## src/rtl/vec_mag_pkg.sv

```systemverilog
// Shared types and constants for the vector-magnitude pipeline.
package vec_mag_pkg;

  // Input interpretation, sampled with each accepted beat.
  typedef enum logic {
    MODE_TWO_POINT = 1'b0,
    MODE_RADIUS    = 1'b1
  } mode_e;

  // Default coefficients: alpha ~ 1.0, beta ~ 0.375 with 5 fraction bits.
  localparam int unsigned DEF_COORD_WIDTH = 8;
  localparam int unsigned DEF_COEFF_WIDTH = 8;
  localparam int unsigned DEF_ALPHA       = 32;
  localparam int unsigned DEF_BETA        = 12;
  localparam int unsigned DEF_FRAC_BITS   = 5;

  // Output magnitude width: one bit for the difference, one for the estimate gain.
  function automatic int unsigned mag_width(input int unsigned coord_width);
    return coord_width + 2;
  endfunction

endpackage

```

## src/rtl/vec_mag_stage_reg.sv

```systemverilog
// One pipeline slice: valid, data and tlast registers with enable and sync clear.
module vec_mag_stage_reg
  import vec_mag_pkg::*;
#(
  parameter int unsigned WIDTH = 8
) (
  input  logic             clk,
  input  logic             rst_n,
  input  logic             en,
  input  logic             clr,
  input  logic             in_valid,
  input  logic [WIDTH-1:0] in_data,
  input  logic             in_last,
  output logic             out_valid,
  output logic [WIDTH-1:0] out_data,
  output logic             out_last
);

  // Clear wins over enable; a disabled slice holds its contents.
  always_ff @(posedge clk or negedge rst_n) begin
    if (!rst_n) begin
      out_valid <= 1'b0;
      out_data  <= '0;
      out_last  <= 1'b0;
    end else if (clr) begin
      out_valid <= 1'b0;
      out_data  <= '0;
      out_last  <= 1'b0;
    end else if (en) begin
      out_valid <= in_valid;
      out_data  <= in_data;
      out_last  <= in_last;
    end
  end

endmodule

```

## src/rtl/vec_mag_pipe.sv

```systemverilog
// Four-stage AXI-Stream alpha-max-beta-min magnitude estimator.
// Optional build macro VEC_MAG_ROUND_EN selects round-half-up instead of truncation.
module vec_mag_pipe
  import vec_mag_pkg::*;
#(
  parameter int unsigned COORD_WIDTH  = DEF_COORD_WIDTH,
  parameter int unsigned COEFF_WIDTH  = DEF_COEFF_WIDTH,
  parameter int unsigned ALPHA        = DEF_ALPHA,
  parameter int unsigned BETA         = DEF_BETA,
  parameter int unsigned FRAC_BITS    = DEF_FRAC_BITS,
  localparam int unsigned MAG_WIDTH   = mag_width(COORD_WIDTH)
) (
  input  logic                     aclk,
  input  logic                     aresetn,
  input  logic [4*COORD_WIDTH-1:0] s_axis_tdata,
  input  logic                     s_axis_tvalid,
  input  logic                     s_axis_tlast,
  output logic                     s_axis_tready,
  output logic [MAG_WIDTH-1:0]     m_axis_tdata,
  output logic                     m_axis_tvalid,
  output logic                     m_axis_tlast,
  input  logic                     m_axis_tready,
  input  logic                     core_reset_i,
  input  logic                     core_mode_i,
  output logic                     core_busy_o,
  output logic [31:0]              core_data_processed_cnt_o,
  output logic                     core_sat_o
);

  localparam int unsigned DW    = COORD_WIDTH + 1;
  localparam int unsigned ACC_W = COORD_WIDTH + COEFF_WIDTH + 3;
  // One spare bit so the rounding constant can never wrap the sum.
  localparam int unsigned SUM_W = ACC_W + 1;
`ifdef VEC_MAG_ROUND_EN
  localparam int unsigned RND   = (FRAC_BITS > 0) ? (1 << (FRAC_BITS - 1)) : 0;
`else
  localparam int unsigned RND   = 0;
`endif
  localparam logic [COEFF_WIDTH-1:0] ALPHA_C = COEFF_WIDTH'(ALPHA);
  localparam logic [COEFF_WIDTH-1:0] BETA_C  = COEFF_WIDTH'(BETA);

  logic en;
  logic clr;

  logic          s1_valid, s2_valid, s3_valid, s4_valid;
  logic          s1_last, s2_last, s3_last, s4_last;
  logic [2*DW-1:0] s1_data, s2_data, s3_data;
  logic [MAG_WIDTH-1:0] s4_data;

  logic signed [COORD_WIDTH-1:0] x1, y1, x2, y2;
  logic signed [DW-1:0]          dx_c, dy_c;
  logic [DW-1:0]                 s1_dx, s1_dy, adx_c, ady_c;
  logic [DW-1:0]                 s2_adx, s2_ady, max_c, min_c;
  logic [DW-1:0]                 s3_max, s3_min;
  logic [ACC_W-1:0]              acc_c;
  logic [SUM_W-1:0]              sum_c, shifted_c;
  logic                          sat_c;
  logic [MAG_WIDTH-1:0]          result_c;

  logic [31:0] cnt;
  logic        sat_flag;

  // Whole pipeline advances unless the output beat is stalled.
  assign en            = m_axis_tready || !m_axis_tvalid;
  assign clr           = core_reset_i;
  assign s_axis_tready = en;

  assign x1 = s_axis_tdata[4*COORD_WIDTH-1 -: COORD_WIDTH];
  assign y1 = s_axis_tdata[3*COORD_WIDTH-1 -: COORD_WIDTH];
  assign x2 = s_axis_tdata[2*COORD_WIDTH-1 -: COORD_WIDTH];
  assign y2 = s_axis_tdata[COORD_WIDTH-1 -: COORD_WIDTH];

  // Stage 1 input: signed differences one bit wider than the coordinates.
  always_comb begin
    dx_c = DW'(x2);
    dy_c = DW'(y2);
    if (mode_e'(core_mode_i) == MODE_TWO_POINT) begin
      dx_c = DW'(x1) - DW'(x2);
      dy_c = DW'(y1) - DW'(y2);
    end
  end

  vec_mag_stage_reg #(.WIDTH(2*DW)) u_s1 (
    .clk       (aclk),
    .rst_n     (aresetn),
    .en        (en),
    .clr       (clr),
    .in_valid  (s_axis_tvalid),
    .in_data   ({dx_c, dy_c}),
    .in_last   (s_axis_tlast),
    .out_valid (s1_valid),
    .out_data  (s1_data),
    .out_last  (s1_last)
  );

  assign s1_dx = s1_data[2*DW-1:DW];
  assign s1_dy = s1_data[DW-1:0];

  // Stage 2 input: magnitudes; -2^COORD_WIDTH still fits as unsigned DW bits.
  always_comb begin
    adx_c = s1_dx[DW-1] ? (~s1_dx + DW'(1)) : s1_dx;
    ady_c = s1_dy[DW-1] ? (~s1_dy + DW'(1)) : s1_dy;
  end

  vec_mag_stage_reg #(.WIDTH(2*DW)) u_s2 (
    .clk       (aclk),
    .rst_n     (aresetn),
    .en        (en),
    .clr       (clr),
    .in_valid  (s1_valid),
    .in_data   ({adx_c, ady_c}),
    .in_last   (s1_last),
    .out_valid (s2_valid),
    .out_data  (s2_data),
    .out_last  (s2_last)
  );

  assign s2_adx = s2_data[2*DW-1:DW];
  assign s2_ady = s2_data[DW-1:0];

  // Stage 3 input: max/min ordering, ties take |dx| as the max.
  always_comb begin
    max_c = s2_ady;
    min_c = s2_adx;
    if (s2_adx >= s2_ady) begin
      max_c = s2_adx;
      min_c = s2_ady;
    end
  end

  vec_mag_stage_reg #(.WIDTH(2*DW)) u_s3 (
    .clk       (aclk),
    .rst_n     (aresetn),
    .en        (en),
    .clr       (clr),
    .in_valid  (s2_valid),
    .in_data   ({max_c, min_c}),
    .in_last   (s2_last),
    .out_valid (s3_valid),
    .out_data  (s3_data),
    .out_last  (s3_last)
  );

  assign s3_max = s3_data[2*DW-1:DW];
  assign s3_min = s3_data[DW-1:0];

  // Stage 4 input: weighted sum, optional rounding, scale and saturate.
  always_comb begin
    acc_c     = ACC_W'(ALPHA_C) * ACC_W'(s3_max) + ACC_W'(BETA_C) * ACC_W'(s3_min);
    sum_c     = SUM_W'(acc_c) + SUM_W'(RND);
    shifted_c = sum_c >> FRAC_BITS;
    sat_c     = |shifted_c[SUM_W-1:MAG_WIDTH];
    result_c  = sat_c ? '1 : shifted_c[MAG_WIDTH-1:0];
  end

  vec_mag_stage_reg #(.WIDTH(MAG_WIDTH)) u_s4 (
    .clk       (aclk),
    .rst_n     (aresetn),
    .en        (en),
    .clr       (clr),
    .in_valid  (s3_valid),
    .in_data   (result_c),
    .in_last   (s3_last),
    .out_valid (s4_valid),
    .out_data  (s4_data),
    .out_last  (s4_last)
  );

  // Count completed output handshakes; wraps naturally at 32 bits.
  always_ff @(posedge aclk or negedge aresetn) begin
    if (!aresetn) begin
      cnt <= '0;
    end else if (clr) begin
      cnt <= '0;
    end else if (m_axis_tvalid && m_axis_tready) begin
      cnt <= cnt + 32'd1;
    end
  end

  // Sticky saturation flag, set when a saturated result enters the output stage.
  always_ff @(posedge aclk or negedge aresetn) begin
    if (!aresetn) begin
      sat_flag <= 1'b0;
    end else if (clr) begin
      sat_flag <= 1'b0;
    end else if (en && s3_valid && sat_c) begin
      sat_flag <= 1'b1;
    end
  end

  assign m_axis_tdata              = s4_data;
  assign m_axis_tvalid             = s4_valid;
  assign m_axis_tlast              = s4_last;
  assign core_busy_o               = s1_valid | s2_valid | s3_valid | s4_valid;
  assign core_data_processed_cnt_o = cnt;
  assign core_sat_o                = sat_flag;

endmodule

```

## config.mk

```make
export PLATFORM = sky130hd
export DESIGN_NAME = vec_mag_pipe
export DESIGN_NICKNAME = d
export VERILOG_FILES = /design/src/rtl/vec_mag_pkg.sv /design/src/rtl/vec_mag_stage_reg.sv /design/src/rtl/vec_mag_pipe.sv
export SDC_FILE = /design/constraint.sdc
export NUM_CORES = 1
export LEC_CHECK = 0
export ABC_AREA = 1
export ABC_CLOCK_PERIOD_IN_PS = 2700
export BUFFER_PORTS_ARGS = -buffer_cell sky130_fd_sc_hd__buf_2
export CORE_UTILIZATION = 40
export DETAILED_ROUTE_END_ITERATION = 12
export GPL_ROUTABILITY_DRIVEN = 1
export PLACE_DENSITY_LB_ADDON = 0.05
export SYNTH_ARGS = -nofsm -noshare
export SYNTH_HDL_FRONTEND = slang
export SYNTH_HIERARCHICAL = 1
export SYNTH_SLANG_ARGS = --single-unit
```

## constraint.sdc

```tcl
create_clock -name aclk -period 2.7 [get_ports aclk]
set_input_delay 0.135 -clock aclk [delete_from_list [all_inputs] [get_ports aclk]]
set_output_delay 0.135 -clock aclk [all_outputs]
set_load 0.005 [all_outputs]
```

# Word-level counts from Yosys, hierarchy flattened
# Index checks and enable logic that the tools add are counted.
[totals]
elab_cells = 71
regBits = 105
output_inout_bits = 47
[classes]
muxes = 35
magnitude_cmp = 1
addsub = 6
n_bitwise = 5
n_mul = 1
n_reduce_logical = 9
[op_table]
columns = ["cell", "count"]
rows = [
  ["two-way mux 18 bit", 6],
  ["two-way mux 32 bit", 2],
  ["two-way mux 9 bit", 6],
  ["adder 32 x 1 -> 32 bit (second input constant)", 1],
  ["two-way mux 10 bit", 3],
  ["adder 9 x 1 -> 9 bit (second input constant)", 2],
  ["two-way mux 1 bit", 18],
  ["inverter 9 bit", 2],
  ["subtractor 8 x 8 -> 9 bit", 2],
  ["adder 14 x 13 -> 15 bit", 1],
  ["multiplier 2 x 9 -> 11 bit (first input constant)", 1],
  ["greater-or-equal comparator 9 bit", 1],
  ["nonzero test 2 bit", 3],
  ["OR reduction 4 bit (first input constant)", 1],
  ["logical AND 1 bit", 3],
  ["OR 1 bit", 3],
  ["logical NOT 1 bit", 1],
  ["logical OR 1 bit", 1],
]

# Logic depth before layout (Yosys ltp)
# Gate-level depths: netlist of run 1.
[logic_depth]
word_depth = 6
depth_mapped = 18

# Modules after synthesis
# The synthesis of run 1 kept the hierarchy.
[modules_own_cells]
columns = ["mod", "cells_per_inst", "n_inst", "area_per_inst_um2"]
rows = [
  ["vec_mag_pipe", 751, 1, 4429.2],
  ["vec_mag_stage_reg (u_s1 ...)", 88, 3, 793.3],
  ["vec_mag_stage_reg (u_s4)", 53, 1, 484.2],
]

# Worst setup path before layout of run 1
# Ideal clock, no wire load.
[synth_timing]
path_kind = "reg-to-reg"
startpoint = "register u_s3.out_data[1]"
endpoint = "register u_s4.out_data[8]"
period_less_slack_ns = 2.246
slack_ns = 0.454
n_path_buf = 0
required_time_ns = 2.584
setup_ns = 0.116
arrival_time_ns = 2.129
stages_incl_launch_ff = 17
cell_sequence = "dfrtp_1 -> ha_1 -> nand3_1 -> nand2_1 -> nand2_1 -> nand2_1 -> nand2_1 -> nand3_1 -> nand2_1 -> nand2_1 -> ha_1 -> a21oi_1 -> a21boi_0 -> nand2_1 -> xor2_1 -> nand3_1 -> nand2_1"
[synth_via]
elab_chain_len = 5
[synth_rtl]
columns = ["element", "line_no", "rtl"]
rows = [
  ["start, declared", "vec_mag_stage_reg.sv:15", "output logic [WIDTH-1:0] out_data,"],
  ["start signal, assigned", "vec_mag_stage_reg.sv:31", "out_data <= in_data;"],
  ["multiplier 2 x 9 -> 11 bit", "vec_mag_pipe.sv:149", "acc_c = ACC_W'(ALPHA_C) * ACC_W'(s3_max) + ACC_W'(BETA_C) * ACC_W'(s3_min);"],
  ["adder 14 x 13 -> 15 bit", "vec_mag_pipe.sv:149", ""],
  ["net acc_c[13]", "vec_mag_pipe.sv:55", "logic [ACC_W-1:0] acc_c;"],
  ["two-way mux 10 bit", "vec_mag_pipe.sv:153", "result_c = sat_c ? '1 : shifted_c[MAG_WIDTH-1:0];"],
  ["two-way mux 10 bit", "vec_mag_stage_reg.sv:29", "end else if (en) begin"],
  ["two-way mux 10 bit", "vec_mag_stage_reg.sv:25", "end else if (clr) begin"],
  ["end signal, assigned", "vec_mag_stage_reg.sv:31", ""],
  ["end, declared", "vec_mag_stage_reg.sv:15", ""],
]
# The timed path passes the listed nets, and every way through them passes these cells. The select of a mux whose other input is x is not followed.
# A chain may end at the register's enable or synchronous reset.

# Worst setup path after layout of run 1
[layout_timing]
startpoint = "register u_s3.out_data[7]"
endpoint = "register u_s4.out_data[8]"
# Same word-level chain as after synthesis.

==> flow_summary.yaml, run 1 <==
worst_setup_path:
  reg2reg_setup_slack_ns: 0.28
  arrival_ns: 2.67
  critical_path_class: "reg2reg"
  cp_max_fo: 4
  crit_path_start_kind: "flip-flop"
  crit_path_end_kind: "flip-flop"
  path_buf_inv: 2
  slowest_stage: "dfrtp_1"
  crit_chain: "ha_1 > inv_1 > o21ai_1 > nor2_1 > nand2_1 > xor2_1 > ha_1 > inv_1 > o21bai_1 > a21boi_0 > nand2_1 > xor2_1 > nand3_1 > nand2_1"
  cp_common_cell: "nand2_1"
  path_delay_family: "adder cells"
  slowest_delay_ns: 0.41
  worstPathRequired_ns: 2.95
synth:
  synth.top_cells.by_area: "dfrtp_1 (36%), nand2_1 (19%), nand3_1 (9.9%)"
  synth-edff-count: 0
  muxShareOfSynthArea_pct: 0
  synth_compound_area_share_pct: 5.88
  synthDistinctLibCells: 34
  ys.flop_type: "dfrtp_1"
  yosys.area_share.simple_pct: 38.1
  synth_adder_area_share_pct: 8.54
  synth_xor_area_share_pct: 2.76
  yosysWarningCount: 6
  synth_top_area_share_pct: 35.7
  yosys.cell_count.top_type: "nand2_1"
  syn_area_per_cell_um2: 6.83
  synthCells: 1068
  synth_top_family_by_area: "simple AND/OR/NAND/NOR gates"
  seq_area_frac_synth_pct: 35.7
  synth_area_um2: 7290
  synth-seq-cells: 104
  yosysTopAreaCell: "dfrtp_1"
  synthTopCellsByCount: "nand2_1 (378), nand3_1 (144), inv_1 (124), dfrtp_1 (104), nor2_1 (94)"
  syn_nets: 1155
  synthArstFlopShare_pct: 100
place:
  dp_hpwl_um: 13000
  globalplace.congestion: 0.817
  dp_slack_ns: 0.226
  portBuffers: 84
cells_and_area:
  layout.nets: 1227
  areaGrowthSynthToFinish_pct: 12.8
  drive_above_1_share_pct: 10.7
  diodes: 0
timing:
  hold_viol: 0
  period_minus_slack_ns: 2.42
  maxSlewViolCount: 0
  clock_skew_ns: 0.0105
  rsz0062_at_grt: "no"
  period_share_pct: 89.8
  relSlewSlack_pct: 58.7
  tns_ns: 0
  tightest_slew_ns: 0.619
  setup_viol: 0
  fmax_mhz: 413
  fin_ws_ns: 0.276
clock_network:
  numCtsBuffers: 9
  cts_buffer_depth: 2
  post_cts_buffers: 0
  htree_levels: 3
  cts_tree: "built"
  clkLatencyLatePin_ns: 0.35
  clk_pin_slew_worst_paths_ns: 0.07
  clockRootBuffer: "clkbuf_16"
  clkSinkCount: 104
power:
  powerDensity_nw_per_um2: 491
  netSwitchingPower_w: 0.00124
  clkPwrFrac_pct: 34.4
  switching_share_pct: 30.8
  comb_power_share_pct: 22.1
  p_int_w: 0.00279
  leakage_nw: 4.65
  pwr-share-seq_pct: 43.4
  vdd_drop_max_mv: 0.294
drt:
  drt-initial-drc-count: 354
  drt-met1-wl_um: 8960
  vias: 6659
  dr.pass1.iters: 4
  top_layer: "met4"
  wirelength_um: 17200
  drc: 0
  ant_nets: 0
  avgRoutedWirePerCell_um: 12.5
  wl_met3_um: 498
  drt-vias-per-instance: 4.85
  wl_met2_um: 7470
global_route:
  overflow: 0
  grt_max_degree: 60
  grt_pass1_wl_um: 29200
  antenna_found_initial: 0
  grt_use_total_pct: 19.6
  grt_pass1_vias: 6231
outcome:
  status: "finished clean"
floorplanning:
  start_util_pct: 40.7
  num_rows: 49
  dieHeight_um: 137
  dieArea_um2: 18800
  die_x_um: 137
  io-pin-count: 86
  core_area_um2: 17900
run:
  drv_cap: 0
hold_path:
  holdCritPathClass: "in2reg"
flip-flops by register name, summed over array words and instances (netlist names), 10 cells and up:
register                   count
core_data_processed_cnt_o     32
u_s1/out_data                 18
u_s2/out_data                 18
u_s3/out_data                 18
u_s4/out_data                 10
timing repair:
item                                   in CTS  in global routing
gates resized for setup                     0                  2
setup endpoints to repair                   0                  2
endpoints found under the hold margin      45                  0
hold buffers                                1                  0
power groups by stage:
stage          sequential, W  combinational, W  clock (W)
4_1_cts              0.00176          0.000903    0.00144
5_1_grt              0.00177           0.00105    0.00149
3_5_place_dp         0.00178          0.000898          0
6_report             0.00175          0.000894    0.00139
3_3_place_gp         0.00178          0.000892          0
2_1_floorplan        0.00176          0.000676          0
cells by family (layout without fill, tap and decap cells):
group                    Yosys count  after routing
AND/OR/NAND/NOR                  657            657
AO/OA/AOI/OAI                     79             79
other                              1              1
adder cells (fa/ha/maj)           48             48
buffers and inverters            156            233
flip-flops                       104            104
XOR/XNOR                          23             23
layer usage:
metal	global-route usage, %	up-vias
li1	-	3550
met2	31.5	103
met1	27.2	2984
met5	0	-
met3	2.48	22
met4	6.17	0
area by class of cell:
class / instances / area [um^2]
Sequential cell: 104 / 2600
Inverter: 124 / 465
Tap cell: 229 / 287
Clock buffer: 12 / 267
Timing Repair Buffer: 93 / 505
Fill cell: 1938 / 9670
Multi-Input combinational cell: 808 / 4050
Clock inverter: 4 / 51.3
through the flow:
step	area [um^2]	utilization [%]	total power, W	hold WS [ns]	instances
floorplan	7290	-	0.00243	-0.161	1068
global placement	7890	44.1	0.00267	0.201	1357
detailed placement	7890	44.1	0.00268	0.201	1357
CTS	8220	45.9	0.00410	0.0160	1374
global route	8230	46.0	0.00432	0.0322	1374
finish	8230	46.0	0.00404	0.0198	1374
cells in the final DEF, fill, tap and decap left out, types with 2 or more instances in the layout:
cell       instances
nor3_1             7
a31oi_1            2
xor2_1            20
xnor2_1            3
nor4_1             3
nor2_4             2
a21oi_1           39
inv_1            124
nor2_2             2
nor2_1            94
ha_1              44
nand4_1           14
nand2_2            3
o21ai_0           23
o22ai_1            4
dfrtp_1          104
buf_2             83
clkbuf_16          9
o21bai_1           8
nand3_1          144
or2_2              3
nand3b_1           4
buf_4              8
nand2_1          377
fa_1               3
clkbuf_8           3
worst min-delay path, cell delays in order:
cell and delay (ns):
buf_2 0.07, nand3_1 0.07, nand2_1 0.06
path summary, 6_finish.rpt:
kind,startpoint,end,cells past startpoint
worst max register to register,u_s3/out_data[7],u_s4/out_data[8],14
max in group asynchronous,aresetn,core_data_processed_cnt_o[13],3
min in group asynchronous,aresetn,u_s2/out_data[4],2
worst min register to register,u_s4/out_data[3],u_s4/out_data[3],2
worst max-delay path,u_s3/out_data[7],u_s4/out_data[8],14
worst min-delay path,s_axis_tlast,u_s1/out_last,3
(Power assumes the default switching activity.)
==> run 2, diff against run 1 <==
--- a/config.mk
+++ b/config.mk
@@ -14,5 +14,4 @@
 export PLACE_DENSITY_LB_ADDON = 0.05
 export SYNTH_ARGS = -nofsm -noshare
 export SYNTH_HDL_FRONTEND = slang
-export SYNTH_HIERARCHICAL = 1
 export SYNTH_SLANG_ARGS = --single-unit
==> run 2 against run 1 <==
Against the previous run: area after synthesis decreased by 3.4%; worst setup slack worse by 0.11 ns; combinational power up 82%; core utilization rose by 1.0 points; first-iteration DRC count shrank 10%; count of clock-buffer cells in the layout is 2 lower.
==> flow_summary.yaml, run 2 <==
global_route:
  grt_max_degree: 57
  grt_use_total_pct: 20.5
  grt_pass1_wl_um: 29600
  antenna_found_initial: 0
  grt_pass1_vias: 6116
  overflow: 0
power:
  leakage_nw: 4.18
  comb_power_share_pct: 33.9
  switching_share_pct: 37.2
  vdd_drop_max_mv: 0.301
  pwr-share-seq_pct: 39.0
  clkPwrFrac_pct: 27.2
  powerDensity_nw_per_um2: 594
  p_int_w: 0.00302
  netSwitchingPower_w: 0.00179
timing:
  relSlewSlack_pct: 52.8
  hold_viol: 0
  maxSlewViolCount: 0
  rsz0062_at_grt: "no"
  period_share_pct: 93.9
  setup_viol: 0
  clock_skew_ns: 0.00795
  period_minus_slack_ns: 2.53
  tightest_slew_ns: 0.707
  fmax_mhz: 395
place:
  dp_cells: 1297
  placed_cell_area_um2: 7700
  dp_hpwl_um: 13100
  globalplace.congestion: 0.800
  portBuffers: 84
drt:
  drt-vias-per-instance: 4.89
  vias: 6446
  drt-initial-drc-count: 318
  ant_nets: 0
  drc: 0
  avgRoutedWirePerCell_um: 13.3
  wirelength_um: 17600
  dr.pass1.iters: 7
clock_network:
  cts_tree: "built"
  clockRootBuffer: "clkbuf_16"
  numCtsBuffers: 9
  clkLatencyLatePin_ns: 0.36
  clkSinkCount: 104
  clk_pin_slew_worst_paths_ns: 0.08
  cts_buffer_depth: 2
  htree_levels: 3
synth:
  synth-edff-count: 0
  ys.flop_type: "dfrtp_1"
  synthTopCellsByCount: "nand2_1 (285), inv_1 (135), dfrtp_1 (104), nand3_1 (93), nor2_1 (92)"
  yosysTopAreaCell: "dfrtp_1"
  synthDistinctLibCells: 36
  yosys.cell_count.top_type: "nand2_1"
  syn_nets: 1095
  synth_top_area_share_pct: 36.9
  synth_area_um2: 7050
  synth-seq-cells: 104
  yosysWarningCount: 0
  seq_area_frac_synth_pct: 36.9
  synth.top_cells.by_area: "dfrtp_1 (37%), nand2_1 (15%), ha_1 (8.0%)"
  syn_area_per_cell_um2: 6.99
  synthCells: 1008
  synthArstFlopShare_pct: 100
cells_and_area:
  fillers: 1799
  layout.nets: 1174
  mostFrequentLayoutCell: "nand2_1"
  seqCellArea_um2: 2600
  largest_register_ffs: 32
  areaGrowthSynthToFinish_pct: 14.9
  drive_above_1_share_pct: 12.9
  design_area_um2: 8100
  diodes: 0
  stdcell_count: 1317
  final_cell_mix: "nand2_1 (284), inv_1 (134), dfrtp_1 (104), nor2_1 (92), nand3_1 (92)"
  multi_input_area_um2: 3890
floorplanning:
  dieArea_um2: 18100
  core_area_um2: 17200
  start_util_pct: 40.9
  num_rows: 48
  io-pin-count: 86
  die_x_um: 135
  dieHeight_um: 135
worst_setup_path:
  crit_path_end_kind: "flip-flop"
  arrival_ns: 2.83
  worstPathRequired_ns: 3.00
  critical_path_class: "reg2reg"
  crit_path_start_kind: "flip-flop"
  cp_max_fo: 3
hold_path:
  holdCritPathClass: "in2reg"
outcome:
  status: "finished clean"
run:
  drv_cap: 0
## run 2: cell types whose count changed after synthesis, sizes merged, moves of 4 or more
cell / before / now
xor2: 20 / 8
a21oi: 40 / 57
buf: 27 / 9
o21bai: 8 / 2
inv: 124 / 137
nor3: 7 / 11
o21ai: 24 / 63
clkbuf: 5 / 17
nand2: 381 / 290
o22ai: 4 / 21
nand4: 14 / 23
nand3: 145 / 93
## run 2: through the flow
stage           TNS, ns  hold WS, ns  setup WS (ns)  total power [W]  util, %
2_1_floorplan         0       -0.161          0.280          0.00299        -
3_3_place_gp          0     -0.00556         0.0256          0.00344     44.7
3_5_place_dp   -0.00158     -0.00633       -0.00158          0.00344     44.7
4_1_cts               0       0.0466          0.123          0.00477     46.5
5_1_grt               0       0.0660        0.00137          0.00518     47.0
6_report              0       0.0478          0.166          0.00481     47.0
## run 2: repair_timing
item | 4_1_cts | 5_1_grt
endpoints found under the setup margin | 1 | 6
endpoints found under the hold margin | 69 | 0
buffers inserted | 0 | 1
hold buffers | 3 | 0
gates resized for setup | 1 | 13
pin swaps | 0 | 3
## run 2: area by class of cell
class	instances	share of cell area, %
timing repair buffer	94	6.40
tap	225	3.48
clock inverter	6	0.618
inverter	137	6.35
sequential	104	32.1
multi-input combinational	741	48.1
clock buffer	10	2.95
## run 2: cell families (layout without fill, tap and decap cells)
family	after synthesis	after routing	synth area share, %
fa+ha+maj	48	48	8.84
simple gates	526	526	32.1
xor+xnor	12	12	1.49
buf+inv	163	247	8.88
flops	104	104	36.9
compound gates	154	154	11.7
other cells	1	1	0.0532
## run 2: metal layers
metal	track usage (%)	vias to the layer above	routed length [um]
met2	33.6	103	7950
met5	0	-	0
met3	2.70	11	460
met4	5.49	0	201
met1	28.3	2889	8950
li1	-	3443	-
## run 2: power groups by stage
stage	sequential, W	clock [W]	combinational, W
floorplan	0.00186	0	0.00114
global placement	0.00189	0	0.00155
detailed placement	0.00189	0	0.00156
CTS	0.00186	0.00134	0.00157
global route	0.00190	0.00140	0.00188
finish	0.00188	0.00131	0.00163
## run 2: worst paths after layout
kind	slack [ns]	startpoint	cells past startpoint	to
setup / recovery	0.17	u_s3.out_data[1]	13	u_s4.out_data[8]
hold / removal	0.05	core_reset_i	2	u_s4.out_valid
setup reg to reg	0.17	u_s3.out_data[1]	13	u_s4.out_data[8]
hold reg to reg	0.48	u_s3.out_data[17]	2	u_s3.out_data[17]
max in group asynchronous	1.82	aresetn	3	u_s2.out_data[15]
min in group asynchronous	0.15	aresetn	2	core_data_processed_cnt_o[20]
## run 2: worst max-delay path, stage by stage, from the launching register on
cell      delay (ns)
dfrtp_1         0.40
ha_1            0.30
inv_1           0.07
o21ai_2         0.08
a21o_1          0.20
buf_4           0.14
xor2_2          0.15
fa_1            0.43
nand3b_1        0.21
nand2_1         0.13
nand4_1         0.11
nand2_1         0.09
nand3_1         0.06
nand3_1         0.09
==> run 3, diff against run 2 <==
--- a/config.mk
+++ b/config.mk
@@ -7,9 +7,9 @@
 export LEC_CHECK = 0
 export ABC_AREA = 1
 export ABC_CLOCK_PERIOD_IN_PS = 2700
-export BUFFER_PORTS_ARGS = -buffer_cell sky130_fd_sc_hd__buf_2
 export CORE_UTILIZATION = 40
 export DETAILED_ROUTE_END_ITERATION = 12
+export DONT_BUFFER_PORTS = 1
 export GPL_ROUTABILITY_DRIVEN = 1
 export PLACE_DENSITY_LB_ADDON = 0.05
 export SYNTH_ARGS = -nofsm -noshare
==> run 3 against run 2 <==
Against the previous run: the run now ends with DRC left; final area is 5.5% lower; clock skew fell by 0.0019 ns; worst setup slack better by 0.078 ns; worst hold slack got worse by 0.033 ns; critical path type unchanged.
==> flow_summary.yaml, run 3 (synthesis results as in run 2) <==
outcome:
  status: "complete, but fails checks"
  failed_checks: "DRC"
worst_setup_path:
  arrival_ns: 2.74
  critical_path_class: "reg2reg"
  reg2reg_setup_slack_ns: 0.24
  critical_path.reg2reg.endpoint: "u_s4.out_data[8]"
  worstPathRequired_ns: 2.99
  r2r_start: "u_s3.out_data[5]"
  reg2reg_depth: 13
  endpoint: "u_s4.out_data[8]"
  cp-startpoint: "u_s3.out_data[5]"
  crit_path_start_kind: "flip-flop"
  cp_max_fo: 5
  crit_path_end_kind: "flip-flop"
timing:
  maxSlewViolCount: 0
  tns_ns: 0
  hold_viol: 0
  setup_viol: 0
  period_minus_slack_ns: 2.46
  tightest_slew_ns: 0.693
  period_share_pct: 91.0
  fmax_mhz: 407
  relSlewSlack_pct: 53.8
  rsz0062_at_grt: "no"
  fin_ws_ns: 0.244
  clock_skew_ns: 0.00608
clock_network:
  cts_tree: "built"
  htree_levels: 3
  clk_pin_slew_worst_paths_ns: 0.07
  cts_buffer_depth: 2
  numCtsBuffers: 9
  clockRootBuffer: "clkbuf_16"
  clkLatencyLatePin_ns: 0.35
  clkSinkCount: 104
place:
  dp_hpwl_um: 12600
  placed_cell_area_um2: 7250
  dp_slack_ns: -0.0608
  globalplace.congestion: 0.822
  portBuffers: 0
cells_and_area:
  fillers: 1801
  utilization_pct: 44.4
  diodes: 0
  design_area_um2: 7650
  final_cell_mix: "nand2_1 (284), inv_1 (135), dfrtp_1 (104), nand3_1 (93), nor2_1 (92)"
  drive_above_1_share_pct: 4.75
  areaGrowthSynthToFinish_pct: 8.61
  mostFrequentLayoutCell: "nand2_1"
  layout.nets: 1093
  largest_register_ffs: 32
floorplanning:
  die_x_um: 135
  core_area_um2: 17200
  dieHeight_um: 135
  dieArea_um2: 18100
  start_util_pct: 40.9
  io-pin-count: 86
  num_rows: 48
power:
  switching_share_pct: 36.9
  comb_power_share_pct: 32.1
  clkPwrFrac_pct: 27.2
  leakage_nw: 3.81
  vdd_drop_max_mv: 0.292
  netSwitchingPower_w: 0.00170
  p_int_w: 0.00291
  pwr-share-seq_pct: 40.7
  powerDensity_nw_per_um2: 603
global_route:
  grt_use_total_pct: 19.9
  grt_max_degree: 105
  grt_pass1_wl_um: 28500
  grt_pass1_vias: 5659
  overflow: 0
  antenna_found_initial: 0
drt:
  vias: 6147
  ant_nets: 0
  drc: 1
  drt-initial-drc-count: 339
  wirelength_um: 17200
  avgRoutedWirePerCell_um: 13.9
  dr.pass1.iters: 9
  drt-vias-per-instance: 4.97
run:
  drv_cap: 0
hold_path:
  holdCritPathClass: "in2reg"
  whs_path_depth: 2
==> run 3: power by group through the flow <==
| stage | clock network [W] | registers (W) | logic (W) |
|---|---|---|---|
| 2_1_floorplan | 0 | 0.00186 | 0.00114 |
| 3_3_place_gp | 0 | 0.00191 | 0.00142 |
| 3_5_place_dp | 0 | 0.00191 | 0.00142 |
| 4_1_cts | 0.00131 | 0.00188 | 0.00148 |
| 5_1_grt | 0.00138 | 0.00190 | 0.00172 |
| 6_report | 0.00126 | 0.00188 | 0.00148 |
==> run 3: per-layer routing <==
layer	vias to the layer above	routed length, um	GRT usage, %
li1	3270	-	-
met1	2781	8750	27.4
met5	-	0	0
met4	0	73	5.06
met3	4	524	3.53
met2	92	7810	32.1
==> run 3: worst max-delay path: stages, from the launching register on <==
cell and delay (ns):
dfrtp_1 0.42, ha_1 0.36, nand2_1 0.10, a21oi_1 0.06, a211oi_1 0.17, nand2_1 0.12
xor2_1 0.16, ha_1 0.32, inv_1 0.07, o21bai_1 0.24, a31oi_1 0.14, nand2_1 0.08
nand3_1 0.07, nand3_1 0.09
==> run 3: how the worst min path moves through the flow <==
stage                    startpoint                       endpoint  slack (ns)
floorplan                   aresetn   core_data_processed_cnt_o[0]       -0.16
global placement            aresetn  core_data_processed_cnt_o[20]       -0.16
detailed placement          aresetn  core_data_processed_cnt_o[20]       -0.16
CTS                 s_axis_tdata[3]               u_s1.out_data[3]       0.004
global route        s_axis_tdata[9]              u_s1.out_data[10]        0.02
finish              s_axis_tdata[3]               u_s1.out_data[3]        0.01
==> run 3: stage by stage <==
step / std cells / hold slack (ns) / total power, W
after CTS: 1236 / 0.00354 / 0.00466
after global routing: 1236 / 0.0194 / 0.00500
after detailed placement: 1211 / -0.158 / 0.00332
final: 1236 / 0.0147 / 0.00461
after floorplan: 1008 / -0.161 / 0.00299
after global placement: 1211 / -0.159 / 0.00333
==> run 3: timing repair <==
action                     CTS  global route
setup endpoints to repair    3             6
pin swaps                    0             1
buffers inserted             0             0
gates resized for setup      1             6
hold endpoints to repair   125             0
hold buffers                 9             0
==> run 3: area by class of cell <==
cell class / count / area (um^2) / area share [%]
Tap cell: 225 / 282 / 3.68
Clock inverter: 7 / 53.8 / 0.703
Clock buffer: 9 / 225 / 2.94
Timing Repair Buffer: 13 / 138 / 1.80
Multi-Input combinational cell: 741 / 3840 / 50.1
Sequential cell: 104 / 2600 / 34.0
Inverter: 137 / 514 / 6.72
